==> src/rtl/imem_loader_pkg.sv <==
// imem_loader shared types and sizes.
// Loader FSM states plus the length-header and word-counter widths.
package imem_loader_pkg;

  localparam int IM_AW_DEF = 10;
  localparam int LEN_W     = 16;
  localparam int CNT_W     = LEN_W + 1;

  typedef enum logic [2:0] {
    S_IDLE,
    S_LEN_HI,
    S_LEN_LO,
    S_DATA,
    S_WRITE,
    S_DONE,
    S_ERR
  } state_t;

endpackage

==> src/rtl/imem_loader_if.sv <==
// Byte stream in and instruction-memory write port out.
// slave = the loader, master = the environment driving it.
interface imem_loader_if
  import imem_loader_pkg::*;
#(
  parameter int IM_AW = IM_AW_DEF
);

  logic             rx_valid;
  logic [7:0]       rx_data;
  logic             rx_ready;
  logic             im_we;
  logic [IM_AW-1:0] im_addr;
  logic [31:0]      im_wdata;

  modport master (
    output rx_valid,
    output rx_data,
    input  rx_ready,
    input  im_we,
    input  im_addr,
    input  im_wdata
  );

  modport slave (
    input  rx_valid,
    input  rx_data,
    output rx_ready,
    output im_we,
    output im_addr,
    output im_wdata
  );

endinterface

==> src/rtl/imem_loader_word_pack.sv <==
// Big-endian byte-to-word packer for the loader.
// word/word_ready are valid in the cycle the 4th byte is accepted.
module imem_loader_word_pack (
  input  logic        clk,
  input  logic        reset,
  input  logic        clr,
  input  logic        en,
  input  logic [7:0]  data,
  output logic [31:0] word,
  output logic        word_ready
);

  logic [1:0]  idx;
  logic [23:0] sr;

  always_ff @(posedge clk) begin
    if (!reset || clr) begin
      idx <= 2'd0;
      sr  <= 24'd0;
    end else if (en) begin
      idx <= idx + 2'd1;
      sr  <= {sr[15:0], data};
    end
  end

  assign word       = {sr, data};
  assign word_ready = en && (idx == 2'd3);

endmodule

==> src/rtl/imem_loader.sv <==
// Boot loader: streams a length-prefixed image into the IM,
// holding the CPU in reset until the load completes.
module imem_loader
  import imem_loader_pkg::*;
#(
  parameter int IM_AW = IM_AW_DEF
) (
  input  logic          clk,
  input  logic          reset,
  input  logic          start,
  imem_loader_if.slave  bus,
  output logic          cpu_hold,
  output logic          done,
  output logic          err
);

  localparam logic [CNT_W-1:0] MAX_WORDS = CNT_W'(2 ** IM_AW);

  state_t           state;
  logic [7:0]       len_hi;
  logic [CNT_W-1:0] n_words;
  logic [CNT_W-1:0] wcnt;
  logic [CNT_W-1:0] wcnt_nxt;
  logic [LEN_W-1:0] len;
  logic             xfer;
  logic [31:0]      word;
  logic             word_ready;

  assign xfer     = bus.rx_valid && bus.rx_ready;
  assign len      = {len_hi, bus.rx_data};
  assign wcnt_nxt = wcnt + CNT_W'(1);

  imem_loader_word_pack u_pack (
    .clk        (clk),
    .reset      (reset),
    .clr        (state != S_DATA),
    .en         (xfer && (state == S_DATA)),
    .data       (bus.rx_data),
    .word       (word),
    .word_ready (word_ready)
  );

  always_ff @(posedge clk) begin
    if (!reset) begin
      state        <= S_IDLE;
      bus.rx_ready <= 1'b0;
      bus.im_we    <= 1'b0;
      bus.im_addr  <= '0;
      bus.im_wdata <= 32'd0;
      cpu_hold     <= 1'b1;
      done         <= 1'b0;
      err          <= 1'b0;
      len_hi       <= 8'd0;
      n_words      <= '0;
      wcnt         <= '0;
    end else begin
      bus.im_we <= 1'b0;
      unique case (state)
        S_IDLE: begin
          if (start) begin
            state        <= S_LEN_HI;
            bus.rx_ready <= 1'b1;
          end
        end
        S_LEN_HI: begin
          if (xfer) begin
            len_hi <= bus.rx_data;
            state  <= S_LEN_LO;
          end
        end
        S_LEN_LO: begin
          if (xfer) begin
            n_words     <= CNT_W'(len);
            wcnt        <= '0;
            bus.im_addr <= '0;
            if (len == '0) begin
              state        <= S_DONE;
              bus.rx_ready <= 1'b0;
              done         <= 1'b1;
              cpu_hold     <= 1'b0;
            end else if (CNT_W'(len) > MAX_WORDS) begin
              state        <= S_ERR;
              bus.rx_ready <= 1'b0;
              err          <= 1'b1;
            end else begin
              state <= S_DATA;
            end
          end
        end
        S_DATA: begin
          if (word_ready) begin
            state        <= S_WRITE;
            bus.rx_ready <= 1'b0;
            bus.im_we    <= 1'b1;
            bus.im_wdata <= word;
          end
        end
        S_WRITE: begin
          // address may roll over only on the final write, as we leave
          bus.im_addr <= bus.im_addr + 1'b1;
          wcnt        <= wcnt_nxt;
          if (wcnt_nxt == n_words) begin
            state    <= S_DONE;
            done     <= 1'b1;
            cpu_hold <= 1'b0;
          end else begin
            state        <= S_DATA;
            bus.rx_ready <= 1'b1;
          end
        end
        S_DONE, S_ERR: begin
          if (start) begin
            state        <= S_LEN_HI;
            bus.rx_ready <= 1'b1;
            done         <= 1'b0;
            err          <= 1'b0;
            cpu_hold     <= 1'b1;
          end
        end
        default: state <= S_IDLE;
      endcase
    end
  end

endmodule

==> src/flat_wrapper.sv <==
// flat-port wrapper written by rule: the top's interface ports become plain ports
module imem_loader_flat import imem_loader_pkg::*;
#(
  parameter int IM_AW = IM_AW_DEF
)
  (clk, reset, start, cpu_hold, done, err, bus_rx_valid, bus_rx_data, bus_rx_ready, bus_im_we, bus_im_addr, bus_im_wdata);
  imem_loader_if #(.IM_AW(IM_AW)) bus_i ();
  input  logic clk;
  input  logic reset;
  input  logic start;
  output logic cpu_hold;
  output logic done;
  output logic err;
  input wire logic [$bits(bus_i.rx_valid)-1:0] bus_rx_valid;
  input wire logic [$bits(bus_i.rx_data)-1:0] bus_rx_data;
  output wire logic [$bits(bus_i.rx_ready)-1:0] bus_rx_ready;
  output wire logic [$bits(bus_i.im_we)-1:0] bus_im_we;
  output wire logic [$bits(bus_i.im_addr)-1:0] bus_im_addr;
  output wire logic [$bits(bus_i.im_wdata)-1:0] bus_im_wdata;
  assign bus_i.rx_valid = bus_rx_valid;
  assign bus_i.rx_data = bus_rx_data;
  assign bus_rx_ready = bus_i.rx_ready;
  assign bus_im_we = bus_i.im_we;
  assign bus_im_addr = bus_i.im_addr;
  assign bus_im_wdata = bus_i.im_wdata;
  imem_loader #(.IM_AW(IM_AW)) u_core (.clk(clk), .reset(reset), .start(start), .bus(bus_i), .cpu_hold(cpu_hold), .done(done), .err(err));
endmodule
==> config.mk <==
export PLATFORM = sky130hd
export DESIGN_NAME = imem_loader_flat
export DESIGN_NICKNAME = d
export VERILOG_FILES = /design/src/rtl/imem_loader_pkg.sv /design/src/rtl/imem_loader_if.sv /design/src/rtl/imem_loader_word_pack.sv /design/src/rtl/imem_loader.sv /design/src/flat_wrapper.sv
export SDC_FILE = /design/constraint.sdc
export NUM_CORES = 1
export LEC_CHECK = 0
export ABC_AREA = 0
export CAP_MARGIN = 5
export CORE_ASPECT_RATIO = 0.7
export CORE_MARGIN = 2
export CORE_UTILIZATION = 55
export DETAILED_ROUTE_END_ITERATION = 12
export PLACE_DENSITY = 0.76
export SLEW_MARGIN = 20
export SYNTH_ARGS = -nofsm -noshare
export SYNTH_HDL_FRONTEND = slang
export SYNTH_SLANG_ARGS = --single-unit
==> constraint.sdc <==
create_clock -name clk -period 2.9 [get_ports clk]
set_clock_uncertainty 0.2 [all_clocks]
set_input_delay 0.29 -clock clk [delete_from_list [all_inputs] [get_ports clk]]
set_output_delay 0.29 -clock clk [all_outputs]
set_load 0.005 [all_outputs]
==> reports/summary.txt, run 1 <==
Min-Delay Startpoint: reset
Routed vias: 4889
DRC: 0
Dominant synthesized flop cell: dfxtp_1
Max Cap Viol: 0
Yosys warns: 0
Drt pass-1 iters: 7
Crit-path cells: and4_1, nand3_1, buf_4, nor3b_1, o31ai_1, a2111oi_4, or3_1, a21boi_1
Hold buffers post-CTS: 0
Dpl hpwl: 9330 um
First-pass GRT wire length: 22200 um
Cell type with the largest total area after synthesis: dfxtp_1
Slew at the pin closest to its max-slew limit: 0.608 ns
Fin crit share: 93.1%
Wirelength per Cell: 16.6 um
Setup crit start kind: flop
TritonCTS clock tree: yes
Synth Net Count: 654
Initial antenna violation count: 0
Mean Syn Cell Area: 8.42 sq um
Fin crit period: 2.70 ns
Hold Path End: u_core.state[2]
Maximum VDD drop: 0.000492 V
Total stage count of the critical path: 8
Hold Crit Depth: 2
Setup TNS: 0 ns
Top delay family on crit path: simple AND/OR/NAND/NOR gates
EDFF count, synth: 0
M1 WL: 6970 um
Vias in the first global route: 4230
Final Net Count: 712
Initial DRC Count: 518
Register area share after synthesis: 43.5%
IO buf count: 58
Async SR Flop Fraction: 0%
Met3 WL: 855 um
Fmax: 370 MHz
Gr ovfl total: 0
Core Area: 9610 sq um
Buf/Inv on CP: 1
Max stage delay on crit path: 0.51 ns
Total CTS buffers: 17
Gate Count Post-Synth: 639
Clk buf depth: 2
Clk root buf: clkbuf_16
Final core utilization: 70.8%
Clock latency on the worst-skew pair: 0.40 ns
Worst-path fanout max: 10
Worst setup startpoint: u_core.wcnt[5]
Unique cell type count in the Yosys netlist: 51
Rel. slew slack: 59.5%
Starting density of the core: 56.0%
H-tree levels: 4
Final-report setup violation count: 0
DR WL met2: 6010 um
CP max-delay cell: dfxtp_1
Clk slew on worst S/H paths: 0.06 ns
Ant diodes: 0
Unrepaired setup endpoints after global routing: false
WP data arrival: 2.83 ns
R2R setup slack: 0.20 ns
Final Power: 4.25 mW
Vias per cell: 5.83
Critical R2R Launch: u_core.wcnt[5]
Clk sinks: 117
Top sig layer: met4
Syn-to-layout area delta: 26.3%
Mapped cell area: 5380 sq um
DRT antenna net count: 0
Critical path type: flop to flop
Hold Crit Class: input pin to flop
Setup Buffers After CTS: 0
Status: complete, no violations
Gpl congestion: 0.907
DIE AREA: 10600 sq um
Final hold viol count: 0
Synth top area share: 43.5%
Overall die width: 122 um
Chip height: 86.8 um
Critical path data required time: 3.03 ns
Final WL: 13900 um
Worst r2r path cells: 8
Pin count of the biggest net entering global routing: 73
CP endpoint kind: flop
Cell leakage power: 2.46 nW
Layout cells sized above 1: 13.9%
Synth Register Bits: 117
Site Rows: 30
I/O Pins: 59
PD cells: 626 nW/um^2
Pins over their slew limit: 0
Reg2reg end: u_core.bus.rx_ready
Total track usage: 26.7%
Synth area leaders: dfxtp_1, nand2_1, a21boi_0
-- final cells by class --
| class | instances | area [sq um] |
|---|---|---|
| Multi-Input combinational cell | 465 | 2840 |
| Fill cell | 752 | 2810 |
| Tap cell | 128 | 160 |
| Timing Repair Buffer | 91 | 836 |
| Clock inverter | 15 | 180 |
| Sequential cell | 117 | 2340 |
| Inverter | 5 | 18.8 |
| Clock buffer | 17 | 425 |
-- sequential cells by signal, indices dropped and copies added (netlist names), 2 cells and up --
register and count:
u_core.n_words 16, u_core.bus.im_addr 10, u_core.bus.im_wdata 32, u_core.u_pack.sr 24, u_core.len_hi 8, u_core.wcnt 17
u_core.state 3, u_core.u_pack.idx 2
-- worst max-delay path by stage --
stage | slack [ns] | end
global placement | 0.16 | u_core.bus.rx_ready
floorplan | 0.24 | u_core.cpu_hold
global route | 0.005 | u_core.bus.rx_ready
CTS | 0.04 | u_core.cpu_hold
detailed placement | 0.08 | u_core.cpu_hold
finish | 0.20 | u_core.bus.rx_ready
-- repair_timing --
| action | in CTS | in global routing |
|---|---|---|
| endpoints found under the hold margin | 0 | 0 |
| resized for setup | 0 | 4 |
| setup endpoints to repair | 0 | 4 |
-- power by group --
part | internal, mW | leakage (nW) | total [mW] | switching [mW]
clock | 1.35 | 0.290 | 2.12 | 0.768
combinational | 0.178 | 1.22 | 0.453 | 0.275
sequential | 1.64 | 0.943 | 1.68 | 0.0391
total | 3.17 | 2.46 | 4.25 | 1.08
-- metrics by stage --
stage	std cells	hold slack [ns]	worst slack, ns	area [sq um]
6_report	838	0.117	0.201	6800
3_5_place_dp	806	0.257	0.0789	6170
2_1_floorplan	639	0.235	0.243	5380
4_1_cts	838	0.103	0.0450	6770
3_3_place_gp	806	0.251	0.161	6170
5_1_grt	838	0.120	0.00470	6800
-- Yosys cell counts, types with 4 or more instances --
master	number
nand2_1	127
dfxtp_1	117
a21boi_0	53
clkbuf_1	40
o21ai_0	34
a21oi_1	28
nor2_1	25
o221a_2	23
nand3_1	20
nor2b_1	19
xnor2_1	15
and2_1	13
mux2i_1	11
nor3_1	10
nor4_1	9
xor2_1	9
and3_1	8
nand4_1	7
inv_1	5
nand3b_1	5
or3_1	5
nor3b_1	4
o211a_1	4
-- cell usage in the layout (no fill, tap or decap), types with 3 or more instances in the layout --
cell type and instances:
o221a_2 23, nor3b_1 4, and2_1 13, a21boi_0 53
xor2_1 9, clkdlybuf4s50_1 57, clkinv_2 3, ha_1 3
nand3_1 20, or3_1 5, clkinvlp_4 3, nor2b_1 19
nand3b_1 5, nand4_1 7, nor3_1 9, nor4_1 9
nand2b_1 3, clkinv_4 4, xnor2_1 15, or2_2 3
dfxtp_1 117, a21oi_1 28, nand2_1 127, buf_4 32
clkbuf_16 17, o211a_1 4, mux2i_1 11, nor2_1 25
bufinv_16 3, inv_1 5, and3_1 8, o21ai_0 33
-- worst register-to-register path: cells and delay by family (launching register included) --
| kind | cells | cell delay (ns) |
|---|---|---|
| buffers and inverters | 1 | 0.19 |
| flip-flops | 1 | 0.51 |
| AO/OA/AOI/OAI | 3 | 0.77 |
| AND/OR/NAND/NOR | 4 | 0.97 |
-- per-layer routing --
metal  GRT usage (%)  vias to the layer above
li1                -                     2371
met1            40.1                     2348
met2            38.3                      161
met3            7.50                        9
met4            5.12                        0
met5               0                        -
-- cells by family after synthesis --
logic type               share of synthesized area, %
AND/OR/NAND/NOR                                  23.1
buffers and inverters                            4.32
AO/OA/AOI/OAI                                    22.4
adder cells (fa/ha/maj)                         0.698
XOR/XNOR                                         3.91
multiplexers                                     2.05
flip-flops                                       43.5
Note: power is estimated with default switching activity, not from simulation.
==> inputs of run 2 (changes only) <==
--- a/config.mk
+++ b/config.mk
@@ -9,10 +9,11 @@
 export CAP_MARGIN = 5
 export CORE_ASPECT_RATIO = 0.7
 export CORE_MARGIN = 2
-export CORE_UTILIZATION = 55
+export CORE_UTILIZATION = 56
 export DETAILED_ROUTE_END_ITERATION = 12
-export PLACE_DENSITY = 0.76
+export PLACE_DENSITY = 0.77
 export SLEW_MARGIN = 20
 export SYNTH_ARGS = -nofsm -noshare
 export SYNTH_HDL_FRONTEND = slang
 export SYNTH_SLANG_ARGS = --single-unit
+export TNS_END_PERCENT = 100
==> run 2 against run 1 <==
Net effect:
- final area up 0.85%
- largest cell class unchanged
- critical endpoint is now u_core.cpu_hold
- total power increased by 4.8%
- critical path depth unchanged
- via count increased by 2.4%
- register-to-register slack lost 0.09 ns
- critical path type unchanged
- wire length increased by 4.2%
- first-iteration DRC count up 6.9%
- worst hold slack improved by 0.13 ns
==> reports/summary.txt, run 2 (synthesis results as in run 1) <==
Final instance area: 6860 sq um
Pins over their slew limit: 0
Core Area: 9220 sq um
Final WL: 14500 um
I/O Pins: 59
DRT antenna net count: 0
Maximum VDD drop: 0.000522 V
TritonCTS clock tree: yes
Sequential group share of total power: 37.8%
Clock network fraction of design power: 52.0%
Pin count of the biggest net entering global routing: 55
Syn-to-layout area delta: 27.4%
Setup TNS: 0 ns
DRC: 0
Fin crit share: 96.3%
Combinational fraction of design power: 10.2%
Total CTS buffers: 17
Max stage delay on crit path: 0.47 ns
Status: complete, no violations
Wirelength per Cell: 17.3 um
Setup crit start kind: flop
Final-report setup violation count: 0
Gpl congestion: 0.963
Commonest non-fill, non-tap cell in the layout: nand2_1
Fin crit period: 2.79 ns
Worst-path fanout max: 5
Worst r2r path cells: 8
Worst setup startpoint: u_core.wcnt[1]
Final hold viol count: 0
Biggest regs: u_core.bus.im_wdata x32, u_core.u_pack.sr x24, u_core.wcnt x17
Vias per cell: 5.98
Switch Pwr: 1.11 mW
CP max-delay cell: a2111oi_2
Initial DRC Count: 554
Critical R2R Launch: u_core.wcnt[1]
Sw Share: 24.9%
Area of the multi-input gates: 2840 sq um
Clk buf depth: 2
Clock latency on the worst-skew pair: 0.41 ns
Routed vias: 5008
Drt pass-1 iters: 5
Number of flip-flops in the largest register: 32
Rel. slew slack: 59.2%
Setup Buffers After CTS: 0
Final Net Count: 715
Hold Crit Depth: 2
Fmax: 358 MHz
WP data arrival: 2.90 ns
Clk slew on worst S/H paths: 0.06 ns
Crit-path cells: ha_1, nand3_1, or3_1, a2111oi_2, o2111ai_2, a2111oi_4, o21ai_0, o21a_1
Overall die width: 121 um
Site Rows: 29
Total stage count of the critical path: 8
Dpl hpwl: 9680 um
Buf/Inv on CP: 0
Critical path data required time: 3.01 ns
Min-Delay Startpoint: reset
Slew at the pin closest to its max-slew limit: 0.613 ns
Most frequent cells in the layout: nand2_1, dfxtp_1, clkdlybuf4s50_1
Critical path type: flop to flop
Largest Register: u_core.bus.im_wdata
Hold Crit Class: input pin to flop
First-pass GRT wire length: 23000 um
DIE AREA: 10400 sq um
Fill cell total of the finished layout: 646
CP endpoint kind: flop
Clk root buf: clkbuf_16
Ant diodes: 0
Top delay family on crit path: compound AO/OA/AOI/OAI gates
H-tree levels: 4
Chip height: 86.0 um
Total track usage: 28.5%
Gr ovfl total: 0
Clk sinks: 117
Starting density of the core: 58.4%
IO buf count: 58
Internal: 3.35 mW
PD cells: 650 nW/um^2
Vias in the first global route: 4440
Final Power: 4.46 mW
DP Area: 6170 sq um
Initial antenna violation count: 0
Register area: 2340 sq um
Cell leakage power: 2.49 nW
Layout cells sized above 1: 14.4%
Max Cap Viol: 0
[run 2: power by group through the flow]
stage | registers (mW) | logic [mW] | clock network (mW)
after floorplan | 1.69 | 0.309 | 0
after global placement | 1.72 | 0.425 | 0
after detailed placement | 1.72 | 0.438 | 0
after CTS | 1.68 | 0.442 | 2.33
after global routing | 1.69 | 0.494 | 2.41
final | 1.69 | 0.454 | 2.32
[run 2: worst reg2reg max path, delay by kind of cell, from the launching register on]
| family | cells | cell delay, ns |
|---|---|---|
| AOI/OAI and AO/OA | 5 | 1.40 |
| and+or+nand+nor | 2 | 0.49 |
| adders and majority gates | 1 | 0.19 |
| DFF | 1 | 0.40 |
[run 2: layout make-up]
cell class	instances	share of cell area (%)
clock buffers	17	6.20
clock inverters	15	3.30
inverters	5	0.274
multi-input cells	465	41.5
flip-flops and latches	117	34.2
well taps	124	2.26
repair buffers	94	12.3
[run 2: final timing paths]
check | to | slack (ns)
worst max register to register | u_core.cpu_hold | 0.11
worst min-delay path | u_core.n_words[4] | 0.25
worst min register to register | u_core.bus.im_wdata[1] | 0.26
worst max-delay path | u_core.cpu_hold | 0.11
[run 2: per-stage QoR]
stage / cells / hold WS (ns) / utilization, % / worst slack [ns]
floorplan: 639 / 0.235 / - / 0.243
finish: 837 / 0.246 / 74.4 / 0.106
detailed placement: 805 / 0.254 / 67.0 / 0.0415
global route: 837 / 0.283 / 74.4 / -0.0280
global placement: 805 / 0.249 / 67.0 / 0.159
CTS: 837 / 0.235 / 74.1 / 0.0335
[run 2: layer usage]
layer / vias to the layer above / global-route usage, % / routed length (um)
li1: 2372 / - / -
met1: 2423 / 42.1 / 6980
met2: 192 / 39.8 / 6280
met3: 21 / 8.11 / 1050
met4: 0 / 9.51 / 217
met5: - / 0 / 0
[run 2: what timing repair did]
action                                  in CTS  in global routing
gates resized for setup                      0                  4
endpoints found under the setup margin       0                  4
hold buffers                                 0                  0
